## config.mk

```make
export PLATFORM = sky130hd
export DESIGN_NAME = instr_fetch
export DESIGN_NICKNAME = d
export VERILOG_FILES = /design/src/rtl/instr_fetch.sv
export SDC_FILE = /design/constraint.sdc
export NUM_CORES = 1
export LEC_CHECK = 0
export ABC_AREA = 0
export BUFFER_PORTS_ARGS = -buffer_cell sky130_fd_sc_hd__buf_2
export CAP_MARGIN = 20
export CORE_MARGIN = 5
export CORE_UTILIZATION = 40
export CTS_CLUSTER_SIZE = 8
export DETAILED_ROUTE_END_ITERATION = 12
export REMOVE_ABC_BUFFERS = 1
export SETUP_SLACK_MARGIN = 0.1
export SLEW_MARGIN = 20
export SYNTH_ARGS = -nofsm -noshare
export SYNTH_HDL_FRONTEND = slang
export SYNTH_SLANG_ARGS = --single-unit
export TNS_END_PERCENT = 100
```

## constraint.sdc

```tcl
create_clock -name clk -period 4.5 [get_ports clk]
set_input_delay 0.45 -clock clk [delete_from_list [all_inputs] [get_ports clk]]
set_output_delay 0.45 -clock clk [all_outputs]
set_load 0.01 [all_outputs]
```

## src/rtl/instr_fetch.sv

```systemverilog
`default_nettype none
// ============================================================================
// Module   : instr_fetch
// Purpose  : Program-memory instruction sequencer. Holds a small program in
//            memory and issues one word per cycle to a processor through a
//            valid/ready handshake. Executes conditional jumps (BR_OP) and
//            the halt opcode (HALT_OP) internally; neither is issued.
// Revision : 1.0  initial release
//
// Ports
//   clk            clock, rising edge
//   rst            asynchronous reset, active low
//   i_load_en      program-memory write strobe (accepted in IDLE/HALT only)
//   i_load_addr    write address
//   i_load_data    instruction word {opcode[11:8], op1[7:4], op2[3:0]}
//   i_start        one-cycle pulse, begins execution at address 0
//   i_eflags       processor flags, sampled by BR_OP
//   o_instruction  registered instruction to the processor
//   o_instr_valid  o_instruction holds a valid word
//   i_instr_ready  processor accepts o_instruction this cycle
//   o_pc           address of the next word to fetch
//   o_halted       high in HALT
//   o_issue_count  accepted instructions since start, saturating at 255
//
// Configuration
//   FETCH_WRAP_EN  defined  : pc wraps from DEPTH-1 to 0 and RUN continues.
//                  undefined: after the word at DEPTH-1 is accepted the
//                             sequencer halts with pc = DEPTH-1.
// ============================================================================
module instr_fetch #(
    parameter int          DEPTH   = 16,
    parameter logic [3:0]  HALT_OP = 4'hF,
    parameter logic [3:0]  BR_OP   = 4'hE,
    localparam int         PW      = $clog2(DEPTH)
) (
    input  logic           clk,
    input  logic           rst,
    input  logic           i_load_en,
    input  logic [PW-1:0]  i_load_addr,
    input  logic [11:0]    i_load_data,
    input  logic           i_start,
    input  logic [3:0]     i_eflags,
    output logic [11:0]    o_instruction,
    output logic           o_instr_valid,
    input  logic           i_instr_ready,
    output logic [PW-1:0]  o_pc,
    output logic           o_halted,
    output logic [7:0]     o_issue_count
);

    typedef enum logic [1:0] {
        S_IDLE = 2'd0,
        S_RUN  = 2'd1,
        S_HALT = 2'd2
    } state_t;

    state_t         r_state;
    logic [11:0]    r_mem [DEPTH];
    logic [11:0]    r_instr;
    logic           r_valid;
    logic [PW-1:0]  r_pc;
    logic [7:0]     r_cnt;

    logic [11:0]    w_word;
    logic [3:0]     w_opcode;
    logic           w_slot;
    logic           w_accept;
    logic           w_taken;
    logic [PW-1:0]  w_pc_inc;
    logic [PW-1:0]  w_br_tgt;

    assign w_word   = r_mem[r_pc];
    assign w_opcode = w_word[11:8];
    assign w_accept = r_valid && i_instr_ready;
    assign w_slot   = !r_valid || i_instr_ready;
    assign w_taken  = i_eflags[w_word[5:4]];
    assign w_pc_inc = r_pc + PW'(1);
    assign w_br_tgt = PW'(w_word[3:0]);

    // Program memory: no reset so a program survives rst.
    always_ff @(posedge clk) begin
        if (i_load_en && (r_state != S_RUN)) begin
            r_mem[i_load_addr] <= i_load_data;
        end
    end

`ifndef FETCH_WRAP_EN
    // Set when the word in r_instr came from address DEPTH-1; its acceptance
    // ends the run instead of fetching past the end of memory.
    logic r_last;
`endif

    always_ff @(posedge clk or negedge rst) begin
        if (!rst) begin
            r_state <= S_IDLE;
            r_instr <= 12'h000;
            r_valid <= 1'b0;
            r_pc    <= '0;
            r_cnt   <= 8'h00;
`ifndef FETCH_WRAP_EN
            r_last  <= 1'b0;
`endif
        end else begin
            case (r_state)
                S_IDLE, S_HALT: begin
                    // A simultaneous load wins over start.
                    if (i_start && !i_load_en) begin
                        r_state <= S_RUN;
                        r_pc    <= '0;
                        r_cnt   <= 8'h00;
                        r_valid <= 1'b0;
`ifndef FETCH_WRAP_EN
                        r_last  <= 1'b0;
`endif
                    end
                end
                S_RUN: begin
                    if (w_accept && (r_cnt != 8'hFF)) begin
                        r_cnt <= r_cnt + 8'd1;
                    end
`ifndef FETCH_WRAP_EN
                    if (w_accept && r_last) begin
                        r_state <= S_HALT;
                        r_valid <= 1'b0;
                        r_last  <= 1'b0;
                    end else
`endif
                    if (w_slot) begin
                        if (w_opcode == HALT_OP) begin
                            // pc keeps pointing at the halt word
                            r_state <= S_HALT;
                            r_valid <= 1'b0;
                        end else if (w_opcode == BR_OP) begin
                            r_valid <= 1'b0;
                            r_pc    <= w_taken ? w_br_tgt : w_pc_inc;
                        end else begin
                            r_instr <= w_word;
                            r_valid <= 1'b1;
`ifdef FETCH_WRAP_EN
                            r_pc    <= w_pc_inc;
`else
                            if (r_pc == PW'(DEPTH - 1)) begin
                                r_last <= 1'b1;
                            end else begin
                                r_pc   <= w_pc_inc;
                            end
`endif
                        end
                    end
                end
                default: begin
                    r_state <= S_IDLE;
                    r_valid <= 1'b0;
                end
            endcase
        end
    end

    assign o_instruction = r_instr;
    assign o_instr_valid = r_valid;
    assign o_pc          = r_pc;
    assign o_halted      = (r_state == S_HALT);
    assign o_issue_count = r_cnt;

endmodule
`default_nettype wire

```

==> flow_summary.json <==
{
  "antenna_violations_before_repair": 0,
  "maxCapViolCount": 0,
  "syn_area_um2": 8920,
  "setup_slack_ns": 0.873,
  "vdd_drop_max_mv": 0.311,
  "antenna-diode-count": 0,
  "critical-path-slowest-cell": "dfrtp_1",
  "via_count": 4884,
  "starting_density_pct": 40.8,
  "timing.hold.worst.class": "primary input to flip-flop",
  "finalSetupViolations": 0,
  "grt_start_max_net_pins": 34,
  "route.antenna.remaining_nets": 0,
  "slew_violations": 0,
  "clk_transition_reported_paths_ns": 0.05,
  "synthCells": 496,
  "postCtsSetupBuffers": 0,
  "cp_data_required_time_ns": 4.90,
  "critical_setup_path_class": "flip-flop to flip-flop",
  "final_period_minus_worst_setup_slack_ns": 3.63,
  "vias_per_cell": 5.63,
  "grt_pass1_vias": 5035,
  "die_h_um": 159,
  "first_pass_grt_wire_length_mm": 32.0,
  "outcome": "completed",
  "arrival_ns": 4.03,
  "post_synth.cell_area_avg_um2": 18.0,
  "comb_power_share_pct": 25.8,
  "cpPeakStageDelay_ns": 1.04,
  "timing.critical_path.to_type": "flip-flop",
  "drt_first_pass_iters": 5,
  "ys_seq_area_share_pct": 72.5,
  "wl_mm": 21.1,
  "register_bit_count_reported_by_yosys": 220,
  "dp_cells": 808,
  "core_region_area_um2": 21900,
  "die_width_um": 159,
  "clock_insertion_delay_worst_skew_ns": 0.53,
  "max_freq_mhz": 276,
  "multiInputGateArea_um2": 2370,
  "wl_per_cell_um": 24.3,
  "register_to_register_path_setup_slack_ns": 0.87,
  "synth_flop_cell": "edfxtp_1",
  "grt_overflow": 0,
  "net-switching-power_mw": 1.90,
  "power.density_cell_area_nw_per_um2": 606,
  "critical-path-top-delay-family": "multiplexers",
  "rr_endpoint": "o_instruction[1]$_DFFE_PN0P_",
  "syn2layout_area_growth_pct": 17.1,
  "drcViolationCount": 0,
  "most_common_library_cell_in_the_layout_ignoring_fill_and_taps": "edfxtp_1",
  "setup_repair_after_global_routing_missed_its_margin": "false",
  "dpl.hpwl_mm": 12.3,
  "fin_setup_tns_ns": 0,
  "final_wtd_congestion": 0.807,
  "hold_path_end": "r_mem[9][3]$_DFFE_PP_",
  "max-clock-path-buffers": 3,
  "portion_of_total_power_attributed_to_the_clock_network_pct": 33.2,
  "power.total_mw": 6.33,
  "power_frac_seq_pct": 40.9,
  "most-common-layout-cells": "edfxtp_1, buf_2, mux2i_1, clkbuf_16, dfrtp_1",
  "cellLeakagePower_nw": 3.61,
  "synth_warnings": 0,
  "cp-start-kind": "flip-flop",
  "io_buffers": 50,
  "fin_crit_sh_pct": 80.6,
  "cts.sinks": 220,
  "fillers": 1836,
  "cts_buffers": 31,
  "drt_iter0_drc": 467,
  "cts.root.buffer_cell": "clkbuf_16",
  "timing.clock.skew_ns": 0.0171,
  "reg2regPathDepth": 6,
  "cts_tree": "yes",
  "seqCellArea_um2": 6470,
  "fp.dieArea_um2": 25400,
  "number_of_enable_type_register_cells_in_the_synthesized_netlist": 192,
  "ys_async_sr_fraction_pct": 12.7,
  "min_delay_path_depth": 1,
  "io_pins": 51,
  "layout.cells.non_filler": 868,
  "power.switching_fraction_pct": 30.0,
  "pre_cts_slack_ns": 0.891,
  "critical_path_peak_fanout": 23,
  "cts.htree.levels": 1,
  "regToRegStartpoint": "o_pc[1]$_DFFE_PN0P_",
  "max_slew_headroom_at_the_worst_pin_pct": 26.4,
  "worst_pin_slew_ns": 1.10,
  "distinct_cell_type_count_of_the_synthesized_netlist": 48,
  "endpoints_failing_hold": 0,
  "worstHoldStart": "i_load_data[3]",
  "cp.buffers_inverters": 0,
  "std_cell_rows": 54,
  "worst_hold_slack_ns": 0.294,
  "crit_chain": "mux4_1, mux4_2, a21bo_1, or2_1, nand3_1, mux2_2",
  "drive_gt1_share_pct": 24.1,
  "cellInternalPower_mw": 4.43,
  "grt_util_all_layers_pct": 16.4,
  "layout.nets": 591
}
[layer usage]
metal  track usage [%]  vias up  part of all wire [%]
met3              3.24       46                   7.4
met5                 0        -                     0
met4              6.32        0                   3.3
met2              25.5      227                    47
met1              23.0     2447                    43
li1                  -     2164                     -
[per-stage QoR]
stage / util, % / instance area [um2]
after floorplan: - / 8780
after global placement: 43.4 / 9500
after detailed placement: 43.4 / 9510
after CTS: 47.6 / 10400
after global routing: 47.7 / 10500
final: 47.7 / 10500
[cell usage after synthesis (6+ instances only)]
master      n  share of area (%)
o22ai_1     7               0.49
dfrtp_1    28                7.9
nor2_1     27                1.1
buf_2       8               0.45
nand4_1     6               0.42
nor2b_1     6               0.42
mux4_2     23                5.8
o221ai_1   13                1.3
nand2_1    15               0.63
inv_1      10               0.42
a21oi_1     8               0.45
mux2_2     11                1.4
a221oi_1    7               0.69
clkbuf_1   10               0.42
o21ai_0    11               0.62
edfxtp_1  192                 65
mux2i_1    36                4.0
nor3_1      9               0.50
nand3_1     7               0.39
xor2_1      6               0.59
mux4_1     11                3.2
[worst max path at each step]
stage / start / slack [ns] / endpoint / cells past startpoint
3_5_place_dp: o_pc[1]$_DFFE_PN0P_ / 0.89 / o_instruction[4]$_DFFE_PN0P_ / 6
6_report: o_pc[1]$_DFFE_PN0P_ / 0.87 / o_instruction[1]$_DFFE_PN0P_ / 6
3_3_place_gp: o_pc[1]$_DFFE_PN0P_ / 1.0 / o_instruction[0]$_DFFE_PN0P_ / 6
5_1_grt: o_pc[0]$_DFFE_PN0P_ / 0.66 / o_pc[0]$_DFFE_PN0P_ / 8
4_1_cts: o_pc[1]$_DFFE_PN0P_ / 0.87 / o_instruction[1]$_DFFE_PN0P_ / 6
2_1_floorplan: o_pc[0]$_DFFE_PN0P_ / -0.26 / o_instruction[0]$_DFFE_PN0P_ / 6
[power groups by stage]
stage,sequential (mW),clock [mW],combinational [mW]
after floorplan,2.66,0,1.07
final,2.59,2.10,1.64
after global routing,2.62,2.24,1.78
after CTS,2.60,2.15,1.64
after detailed placement,2.63,0,1.64
after global placement,2.62,0,1.60
[worst reg2reg max path, cell delays in order (launching register included)]
cell,delay (ns)
dfrtp_1,1.04
mux4_1,0.44
mux4_2,0.51
a21bo_1,0.23
or2_1,0.20
nand3_1,0.58
mux2_2,0.51
[registers in the layout, indices dropped and copies added, names as in the netlist]
signal         count
r_mem            192
r_last             1
o_instruction     12
r_state            2
o_issue_count      8
o_instr_valid      1
o_pc               4
[kinds of logic after synthesis]
logic type	after synthesis	synth area share, %
flops	220	72.5
simple gates	89	4.89
mux	81	14.5
compound gates	65	5.31
buf+inv	33	1.99
xor+xnor	6	0.589
fa+ha+maj	2	0.280
[repair_timing]
item | in CTS | in global routing
resized for setup | 0 | 0
hold endpoints to repair | 28 | 0
hold buffers | 1 | 0
endpoints found under the setup margin | 0 | 0
[cell type report]
class	count	area share, %
Clock buffer	57	8.56
Multi-Input combinational cell	243	22.7
Inverter	10	0.359
Sequential cell	220	61.9
Timing Repair Buffer	58	3.14
Tap cell	280	3.35
Power figures use the tool's default switching activity.
